===== src/rtl/xy_wormhole_router.sv =====
// XY dimension-order wormhole switch: NUM_IN inputs onto 5 ports (L,E,W,N,S); XY_ROUTER_ERR_CNT_EN builds the stray-flit counter.
// Latency: a flit accepted in cycle N is on out_* in cycle N+1; one flit/cycle/port, all five ports concurrent.
// Backpressure: in_ready follows the target output register being free (!out_valid | out_ready); a stalled port blocks only its owner.
module xy_wormhole_router #(
    parameter int NUM_IN  = 4,
    parameter int COORD_W = 4,
    parameter int DATA_W  = 32
) (
    input  logic                     clk,
    input  logic                     rst,
    input  logic [COORD_W-1:0]       my_x,
    input  logic [COORD_W-1:0]       my_y,
    input  logic [NUM_IN-1:0]        in_valid,
    output logic [NUM_IN-1:0]        in_ready,
    input  logic [NUM_IN*DATA_W-1:0] in_data,
    input  logic [NUM_IN-1:0]        in_head,
    input  logic [NUM_IN-1:0]        in_tail,
    output logic [4:0]               out_valid,
    input  logic [4:0]               out_ready,
    output logic [5*DATA_W-1:0]      out_data,
    output logic [4:0]               out_head,
    output logic [4:0]               out_tail,
    output logic [7:0]               err_cnt
);
    localparam int NP = 5;
    localparam int IW = (NUM_IN > 1) ? $clog2(NUM_IN) : 1;

    localparam logic [2:0] P_LOCAL = 3'd0;
    localparam logic [2:0] P_EAST  = 3'd1;
    localparam logic [2:0] P_WEST  = 3'd2;
    localparam logic [2:0] P_NORTH = 3'd3;
    localparam logic [2:0] P_SOUTH = 3'd4;

    typedef enum logic {ST_IDLE, ST_LOCKED} port_st_e;

    port_st_e          st_q    [NP];
    port_st_e          st_d    [NP];
    logic [IW-1:0]     owner_q [NP];
    logic [IW-1:0]     owner_d [NP];
    logic [IW-1:0]     rr_q    [NP];
    logic [IW-1:0]     rr_d    [NP];
    logic [DATA_W-1:0] odata_q [NP];
    logic [DATA_W-1:0] odata_d [NP];
    logic [NP-1:0]     ovld_q, ovld_d;
    logic [NP-1:0]     ohead_q, ohead_d;
    logic [NP-1:0]     otail_q, otail_d;
    logic [NUM_IN-1:0] active_q, active_d;
    logic [2:0]        route_q [NUM_IN];
    logic [2:0]        route_d [NUM_IN];

    logic [NUM_IN-1:0][2:0] hdr_route;
    logic [NP-1:0]          out_free;
    logic [7:0]             free_pad;
    logic [NP-1:0]          gnt_vld;
    logic [IW-1:0]          gnt_idx [NP];
    logic [NUM_IN-1:0]      fire;
    int                     arb_j;
    logic [IW-1:0]          arb_idx;
    logic [IW-1:0]          src;
    logic                   load;

    for (genvar gi = 0; gi < NUM_IN; gi++) begin : g_route
        logic [COORD_W-1:0] dst_x;
        logic [COORD_W-1:0] dst_y;
        assign dst_x = in_data[gi*DATA_W +: COORD_W];
        assign dst_y = in_data[gi*DATA_W + COORD_W +: COORD_W];
        assign hdr_route[gi] = (dst_x != my_x) ? ((dst_x > my_x) ? P_EAST : P_WEST)
                             : (dst_y != my_y) ? ((dst_y > my_y) ? P_NORTH : P_SOUTH)
                             : P_LOCAL;
    end

    assign out_free = ~ovld_q | out_ready;
    assign free_pad = {3'b000, out_free};

    // Round-robin over idle-port requesters, search starting at rr_q.
    always_comb begin
        arb_j   = 0;
        arb_idx = '0;
        for (int p = 0; p < NP; p++) begin
            gnt_vld[p] = 1'b0;
            gnt_idx[p] = '0;
            if (st_q[p] == ST_IDLE) begin
                for (int k = 0; k < NUM_IN; k++) begin
                    arb_j = int'(rr_q[p]) + k;
                    if (arb_j >= NUM_IN) arb_j = arb_j - NUM_IN;
                    arb_idx = IW'(arb_j);
                    if (!gnt_vld[p] && in_valid[arb_idx] && in_head[arb_idx] &&
                        !active_q[arb_idx] && (hdr_route[arb_idx] == 3'(p))) begin
                        gnt_vld[p] = 1'b1;
                        gnt_idx[p] = arb_idx;
                    end
                end
            end
        end
    end

    // Locked inputs follow their port; idle non-head inputs are strays and are swallowed.
    always_comb begin
        in_ready = '0;
        for (int i = 0; i < NUM_IN; i++) begin
            if (active_q[i]) begin
                in_ready[i] = free_pad[route_q[i]];
            end else if (!in_head[i]) begin
                in_ready[i] = 1'b1;
            end
        end
        for (int p = 0; p < NP; p++) begin
            if (gnt_vld[p] && out_free[p]) in_ready[gnt_idx[p]] = 1'b1;
        end
        if (rst) in_ready = '0;
    end

    assign fire = in_valid & in_ready;

    always_comb begin
        active_d = active_q;
        src      = '0;
        load     = 1'b0;
        for (int i = 0; i < NUM_IN; i++) route_d[i] = route_q[i];
        for (int p = 0; p < NP; p++) begin
            st_d[p]    = st_q[p];
            owner_d[p] = owner_q[p];
            rr_d[p]    = rr_q[p];
            ovld_d[p]  = ovld_q[p] & ~out_ready[p];
            ohead_d[p] = ohead_q[p];
            otail_d[p] = otail_q[p];
            odata_d[p] = odata_q[p];
            if (st_q[p] == ST_IDLE) begin
                src  = gnt_idx[p];
                load = gnt_vld[p] & out_free[p];
            end else begin
                src  = owner_q[p];
                load = fire[owner_q[p]];
            end
            if (load) begin
                ovld_d[p]  = 1'b1;
                odata_d[p] = in_data[int'(src)*DATA_W +: DATA_W];
                ohead_d[p] = (st_q[p] == ST_IDLE);
                otail_d[p] = in_tail[src];
                case (st_q[p])
                    ST_IDLE: begin
                        rr_d[p] = (int'(src) == NUM_IN - 1) ? '0 : src + IW'(1);
                        if (!in_tail[src]) begin
                            st_d[p]       = ST_LOCKED;
                            owner_d[p]    = src;
                            active_d[src] = 1'b1;
                            route_d[src]  = 3'(p);
                        end
                    end
                    default: begin
                        if (in_tail[src]) begin
                            st_d[p]       = ST_IDLE;
                            active_d[src] = 1'b0;
                            route_d[src]  = '0;
                        end
                    end
                endcase
            end
        end
    end

    always_ff @(posedge clk or posedge rst) begin
        if (rst) begin
            active_q <= '0;
            ovld_q   <= '0;
            ohead_q  <= '0;
            otail_q  <= '0;
            for (int i = 0; i < NUM_IN; i++) route_q[i] <= '0;
            for (int p = 0; p < NP; p++) begin
                st_q[p]    <= ST_IDLE;
                owner_q[p] <= '0;
                rr_q[p]    <= '0;
                odata_q[p] <= '0;
            end
        end else begin
            active_q <= active_d;
            ovld_q   <= ovld_d;
            ohead_q  <= ohead_d;
            otail_q  <= otail_d;
            for (int i = 0; i < NUM_IN; i++) route_q[i] <= route_d[i];
            for (int p = 0; p < NP; p++) begin
                st_q[p]    <= st_d[p];
                owner_q[p] <= owner_d[p];
                rr_q[p]    <= rr_d[p];
                odata_q[p] <= odata_d[p];
            end
        end
    end

    always_comb begin
        out_data = '0;
        for (int p = 0; p < NP; p++) out_data[p*DATA_W +: DATA_W] = odata_q[p];
    end
    assign out_valid = ovld_q;
    assign out_head  = ohead_q;
    assign out_tail  = otail_q;

`ifdef XY_ROUTER_ERR_CNT_EN
    logic [NUM_IN-1:0] stray;
    logic [3:0]        n_stray;
    logic [8:0]        err_sum;
    logic [7:0]        err_cnt_q, err_cnt_d;

    assign stray = in_valid & ~active_q & ~in_head;

    // Several inputs can drop a stray in the same cycle; saturate at 255.
    always_comb begin
        n_stray = '0;
        for (int i = 0; i < NUM_IN; i++) n_stray = n_stray + 4'(stray[i]);
        err_sum   = {1'b0, err_cnt_q} + 9'(n_stray);
        err_cnt_d = err_sum[8] ? 8'hFF : err_sum[7:0];
    end

    always_ff @(posedge clk or posedge rst) begin
        if (rst) err_cnt_q <= '0;
        else     err_cnt_q <= err_cnt_d;
    end

    assign err_cnt = err_cnt_q;
`else
    assign err_cnt = 8'd0;
`endif

endmodule


===== config.mk =====
export PLATFORM = sky130hd
export DESIGN_NAME = xy_wormhole_router
export DESIGN_NICKNAME = d
export VERILOG_FILES = /design/src/rtl/xy_wormhole_router.sv
export SDC_FILE = /design/constraint.sdc
export NUM_CORES = 1
export LEC_CHECK = 0
export BUFFER_PORTS_ARGS = -buffer_cell sky130_fd_sc_hd__buf_2
export CORE_MARGIN = 2
export CORE_UTILIZATION = 39
export CTS_CLUSTER_SIZE = 24
export DETAILED_ROUTE_END_ITERATION = 16
export SYNTH_ARGS = -nofsm -noshare
export SYNTH_HDL_FRONTEND = slang
export SYNTH_SLANG_ARGS = --single-unit

===== constraint.sdc =====
create_clock -name clk -period 6.9 [get_ports clk]
set_input_delay 0.69 -clock clk [delete_from_list [all_inputs] [get_ports clk]]
set_output_delay 0.69 -clock clk [all_outputs]
set_load 0.05 [all_outputs]

==> results.toml, run 1 <==
[layout]
areaGrowthSynthToFinish_pct = 18.02
drive_gt1_frac = 0.2177
nets = 2762
design_area_um2 = 20110
utilization = 0.4668
fill_cells = 4386

[yosys]
synth_edf_count = 0
yosys_warnings = 0
post_synth_num_cell_types = 99
synth-seq-cells = 216
syn_area_um2 = 17040
avgSynthCellArea_um2 = 7.421
syn_inst = 2296
ys.flop_type = "dfrtp_1"
async_reset_ff_frac = 1.000
yosysSeqAreaShare = 0.3173

[min_path]
hold_class = "primary input to async pin"

[die]
boundaryPins = 342
coreArea_um2 = 43080
rows = 76
die_x_um = 213.0
die_y_um = 213.0
fp.dieArea_um2 = 45370
start_util = 0.3955

[clocking]
hold_buffers = 0
root_buffer = "clkbuf_16"
cts_buffer_depth = 3
cts_inserted_buffers = 28
cts_resized = 0
cts.clk_slew.worst_paths_ns = 0.06
post_cts_buffers = 0
htree_levels = 1
clk_latency_ns = 0.58
clkSinkCount = 216
cts_tree = "done"

[grt]
grtUsageTotal = 0.3172
grt_overflow = 0
grt_max_degree = 71
grt_pass1_vias = 17720
antenna_found_initial = 14
grt_pass1_wl_um = 109800

[timing]
fin_tns_setup_ns = 0
fin_skew_ns = 0.01519
setup_violations = 0
fin_crit_ns = 5.100
maxSlewHeadroom = 0.2456
finalHoldViolations = 0
finalCritPeriodShare = 0.7391
rsz0062_at_grt = "false"
worst_pin_slew_ns = 1.128
max_freq_mhz = 196.1
maxSlewViolCount = 0
setup_ws_ns = 1.800

[place]
io_buffer_count = 333
placed_cell_area_um2 = 19180
gp_congestion = 0.9248
pre_cts_slack_ns = 1.281
dp_hpwl_um = 51520

[detailed_routing]
postRouteAntennaNets = 0
drt-initial-drc-count = 2042
drc = 0
via_count = 18787
drt_first_pass_iters = 6
avgRoutedWirePerCell_um = 23.16
drt_wl_total_um = 73360
viasPerCell = 5.930

[power]
irDropWorstVdd_v = 0.0002584
powerDensity_nw_per_um2 = 488.5
leakage_nw = 9.762

[critical_path]
r2r_end = "out_data[143]$_DFFE_PP0N_"
worstSetupPathType = "register to register"
worst-r2r-setup-slack_ns = 1.80
cp_data_arrival_time_ns = 5.56
start_kind = "register"
cp-end-kind = "register"
timing.rr.start = "active_q[0]$_DFF_PP0_"
startpoint = "active_q[0]$_DFF_PP0_"
ff2ff_path_depth = 13
required_ns = 7.36
path_max_fanout = 34

[outcome]
outcome = "finished clean"

[flow_run]
drv_cap = 0
==> per-layer routing <==
metal,vias to the layer above,GRT usage,part of all wire
li1,8558,-,-
met1,9046,0.4362,0.42
met2,1019,0.4977,0.45
met3,158,0.05824,0.096
met4,6,0.1138,0.036
met5,-,0,0.00055
==> synthesized netlist by cell type, drive strengths merged, types with 8 or more instances <==
cell type / instances / area, um^2
nor2: 130 / 488.0
a21oi: 53 / 272.8
mux2i: 21 / 217.7
o211ai: 23 / 172.7
nand2: 741 / 2784
a31oi: 113 / 713.2
and2: 15 / 93.84
buf: 41 / 246.5
a211oi: 17 / 142.6
mux2: 104 / 1171
o21ai: 175 / 875.8
nand2b: 16 / 100.1
a21o: 9 / 67.56
nor4: 15 / 151.4
nand3b: 9 / 83.83
ha: 52 / 650.6
o31ai: 11 / 82.58
nor2b: 24 / 150.1
nor3: 16 / 95.09
and3: 103 / 644.4
inv: 43 / 161.4
nand4: 27 / 198.9
and4: 8 / 70.07
clkbuf: 106 / 397.9
nand3: 93 / 470.5
dfrtp: 216 / 5405
==> where the power goes <==
part           switching (W)  leakage [nW]  internal [W]
combinational        0.00434          6.63       0.00165
sequential          0.000505          2.69       0.00185
clock               0.000628         0.441      0.000857
total                0.00547          9.76       0.00435
==> sequential cells by signal, summed over array words and instances (netlist names) <==
signal     count
owner_q       10
rr_q          10
out_head       5
st_q           5
out_tail       5
out_valid      5
route_q       12
active_q       4
out_data     160
==> kinds of logic after synthesis <==
family,count (synthesis),share of synthesized area
adders and majority gates,52,0.03819
muxes,128,0.08548
xor gates and xnor gates,3,0.001542
AOI/OAI and AO/OA,481,0.1843
DFF,216,0.3173
buffers and inverters,193,0.04796
other,1,0.0002201
and+or+nand+nor,1222,0.3250
==> worst max path at each step <==
stage | endpoint | slack (ns) | cells past startpoint
floorplan | out_data[69]$_DFFE_PP0N_ | 1.49 | 8
global placement | out_data[139]$_DFFE_PP0N_ | 1.32 | 16
detailed placement | out_data[158]$_DFFE_PP0N_ | 1.28 | 16
CTS | out_data[157]$_DFFE_PP0N_ | 1.88 | 16
global route | out_data[157]$_DFFE_PP0N_ | 1.44 | 16
finish | out_data[143]$_DFFE_PP0N_ | 1.80 | 13
==> area by class of cell <==
| class | count | area [um^2] | share of cell area |
|---|---|---|---|
| clock buffers | 35 | 767.0 | 0.03814 |
| inverters | 46 | 176.4 | 0.008774 |
| diodes | 11 | 27.53 | 0.001369 |
| clock inverters | 12 | 133.9 | 0.006658 |
| repair buffers | 369 | 1949 | 0.09694 |
| multi-input cells | 1894 | 10920 | 0.5429 |
| flip-flops and latches | 216 | 5405 | 0.2688 |
| well taps | 585 | 732.0 | 0.03640 |
==> placed cells by master (no fill, tap or decap), types with 16 or more instances in the layout <==
cell,count
o21ai_0,169
nor2_1,130
mux2i_1,19
nand3_1,92
inv_1,37
mux2_2,79
dfrtp_1,216
nand2b_1,16
mux2_1,25
buf_2,333
o211ai_1,23
nand2_1,736
nor2b_1,24
nand4_1,25
a21oi_1,48
and3_1,103
ha_1,52
a31oi_1,112
buf_4,35
clkbuf_16,28
==> critical path, cell delays in order (launching register included) <==
cell and delay (ns):
dfrtp_1 0.47, nor2b_1 0.53, nand3_1 0.14, nor3_1 0.39, o21ai_1 0.21, a211o_1 0.33, a211oi_1 0.40, o21ai_0 0.26
a311oi_2 0.51, nor3b_2 0.14, nor3_2 0.20, nand2_1 0.10, nand2_2 0.84, mux2_2 0.42
==> per-stage QoR <==
stage | power (W) | instances | hold slack, ns
global route | 0.01037 | 3168 | 0.4596
global placement | 0.008228 | 3110 | 0.4582
finish | 0.009822 | 3168 | 0.4013
detailed placement | 0.008296 | 3110 | 0.4656
CTS | 0.009801 | 3157 | 0.4129
floorplan | 0.006427 | 2303 | 0.5173
Note: power is estimated with default switching activity, not from simulation.
==> inputs of run 2 (changes only) <==
--- a/config.mk
+++ b/config.mk
@@ -5,6 +5,7 @@
 export SDC_FILE = /design/constraint.sdc
 export NUM_CORES = 1
 export LEC_CHECK = 0
+export ABC_AREA = 1
 export BUFFER_PORTS_ARGS = -buffer_cell sky130_fd_sc_hd__buf_2
 export CORE_MARGIN = 2
 export CORE_UTILIZATION = 39
==> constraint.sdc (replaced) <==
create_clock -name clk -period 4.15 [get_ports clk]
set_input_delay 0.415 -clock clk [delete_from_list [all_inputs] [get_ports clk]]
set_output_delay 0.415 -clock clk [all_outputs]
set_load 0.05 [all_outputs]
==> run 2 against run 1 <==
Net effect:
- clock skew is 0.019 ns higher
- routed wire length is 8.5% higher
- register-to-register slack worse by 1.6 ns
- largest cell class unchanged
- highest routed layer unchanged
==> results.toml, run 2 <==
[outcome]
outcome = "finished clean"

[layout]
design_area_um2 = 22520
areaGrowthSynthToFinish_pct = 23.35
drive_gt1_frac = 0.2409
nets = 3352
largest_reg_flops = 160
mostFrequentLayoutCells = "758 x nand2_1, 332 x buf_2, 311 x o21ai_0"
layout.cells.most_common = "nand2_1"

[critical_path]
slowest_delay_ns = 0.46
required_ns = 3.73
r2r_end = "out_data[155]$_DFFE_PP0N_"
timing.rr.start = "active_q[3]$_DFF_PP0_"
ff2ff_path_depth = 25
worst-r2r-setup-slack_ns = 0.23
path_max_fanout = 42
cp_data_arrival_time_ns = 3.59
path_cells = "buf_12, xnor2_1, nand2_1, nand2_1, nor3_2, nand3_2, nand2_1, nor2_2, nand3_1, nand2_1, inv_1, nand2_1, nand2_1, o21ai_1, nor2_1, a21oi_1, buf_4, buf_2"
cp-end-kind = "output pin"
worstSetupPathType = "register to output pin"
critPathSlowestCell = "xnor2_1"
start_kind = "register"
startpoint = "rr_q[0]$_DFFE_PP0P_"
worst_path_most_repeated_cell = "nand2_1"

[yosys]
syn_area_um2 = 18250
yosys_warnings = 0
synth_top_area_cell = "dfrtp_1"
syn_inst = 2762
ys.flop_type = "dfrtp_1"
synth_top_area_frac = 0.2961
yosysSeqAreaShare = 0.2961
avgSynthCellArea_um2 = 6.609
yosysMostFrequentCell = "nand2_1"
post_synth_num_cell_types = 58
synth_edf_count = 0
yosys-top-cells-count = "764 x nand2_1, 311 x o21ai_0, 233 x nor2_1"
yosys-top-cells-area = "dfrtp_1 30%, nand2_1 16%, o21ai_0 8.5%, a21oi_1 5.2%, nor2_1 4.8%"
async_reset_ff_frac = 1.000
synth-seq-cells = 216

[grt]
grtUsageTotal = 0.3182
grt_max_degree = 155
antenna_found_initial = 9
grt_pass1_wl_um = 118300
grt_overflow = 0
grt_pass1_vias = 19772

[min_path]
min_to = "out_valid[1]$_DFF_PP0_"
worstHoldPathCells = 2
hold_class = "primary input to register"
holdCritStartpoint = "out_ready[1]"

[timing]
finalHoldViolations = 0
fin_crit_ns = 4.009
maxSlewHeadroom = 0.3464
rsz0062_at_grt = "true"
finalHoldWorstSlack_ns = 0.03313
worst_pin_slew_ns = 0.9803
max_freq_mhz = 249.5
setup_violations = 0
maxSlewViolCount = 0
finalCritPeriodShare = 0.9659
fin_skew_ns = 0.03383

[place]
placed_cell_area_um2 = 21360
gp_congestion = 0.9915
dp_hpwl_um = 58490
io_buffer_count = 333

[die]
fp.dieArea_um2 = 48550
boundaryPins = 342
start_util = 0.3938
rows = 79
die_y_um = 220.3
die_x_um = 220.3
coreArea_um2 = 46360

[detailed_routing]
via_count = 21399
drc = 0
postRouteAntennaNets = 0
drt_wl_total_um = 79600
drt_first_pass_iters = 6
viasPerCell = 5.657
avgRoutedWirePerCell_um = 21.04
drt-initial-drc-count = 1892

[clocking]
cts_buffer_depth = 3
htree_levels = 1
cts_inserted_buffers = 28
clkSinkCount = 216
clk_latency_ns = 0.60
cts.clk_slew.worst_paths_ns = 0.06
cts_tree = "done"
root_buffer = "clkbuf_16"

[flow_run]
drv_cap = 0
[run 2: cell count changes after synthesis, moves of 33 or more]
| cell | delta |
|---|---|
| o21ai_0 | +142 |
| and3_1 | -101 |
| mux2_2 | -79 |
| nand2_2 | +48 |
| nor2_1 | +103 |
| a31oi_1 | -45 |
| o211ai_1 | +54 |
| a21oi_1 | +140 |
| o22ai_1 | +33 |
| inv_1 | +157 |
[run 2: cells by family after synthesis]
| family | after synthesis | synth area share |
|---|---|---|
| mux | 4 | 0.002194 |
| other cells | 1 | 0.0002054 |
| xor+xnor | 7 | 0.005210 |
| fa+ha+maj | 52 | 0.03564 |
| flops | 216 | 0.2961 |
| compound gates | 804 | 0.2623 |
| buf+inv | 408 | 0.1013 |
| simple gates | 1270 | 0.2971 |
[run 2: critical path: cells and delay by family (launching register included)]
| family | cells | cell delay, ns |
|---|---|---|
| XOR/XNOR | 1 | 0.46 |
| buffers and inverters | 4 | 0.64 |
| flip-flops | 1 | 0.40 |
| AND/OR/NAND/NOR | 11 | 1.02 |
| AO/OA/AOI/OAI | 2 | 0.45 |
[run 2: area by class of cell]
| cell class | instances | area (um^2) |
|---|---|---|
| Tap cell | 607 | 759.5 |
| Timing Repair Buffer | 518 | 3311 |
| Sequential cell | 216 | 5409 |
| Clock inverter | 11 | 211.5 |
| Clock buffer | 41 | 809.5 |
| Inverter | 236 | 900.9 |
| Antenna cell | 9 | 22.52 |
| Multi-Input combinational cell | 2145 | 11090 |
| Fill cell | 4676 | 23840 |
[run 2: worst max path at each step]
| stage | to | slack (ns) | cells after the start |
|---|---|---|---|
| after CTS | in_ready[2] | 0.13 | 16 |
| after global routing | in_ready[1] | -0.04 | 19 |
| after floorplan | out_data[65]$_DFFE_PP0N_ | 0.17 | 30 |
| final | in_ready[1] | 0.14 | 18 |
| after detailed placement | route_q[1]$_DFF_PP0_ | -0.29 | 31 |
| after global placement | route_q[1]$_DFF_PP0_ | -0.25 | 31 |
[run 2: through the flow]
stage,instances,util,worst slack [ns],setup TNS [ns]
after floorplan,2769,-,0.1653,0
after global placement,3715,0.4609,-0.2518,-18.31
after detailed placement,3715,0.4609,-0.2932,-27.77
after CTS,3768,0.4831,0.1305,0
after global routing,3780,0.4855,-0.04368,-0.3023
final,3783,0.4857,0.1415,0
[run 2: metal layers]
metal | global-route usage | share of wire | up-vias
li1 | - | - | 10063
met3 | 0.06598 | 0.095 | 195
met5 | 0 | 0.00054 | -
met1 | 0.4178 | 0.41 | 10049
met2 | 0.5104 | 0.46 | 1086
met4 | 0.1289 | 0.040 | 6
[run 2: timing repair]
item,CTS,global route
hold buffers,1,0
setup endpoints to repair,0,165
resized for setup,0,11
endpoints found under the hold margin,21,0
setup buffers,0,6
Power of run 2 is not shown: default switching activity piles up to over one toggle a cycle in this logic, so the estimate is an artifact.
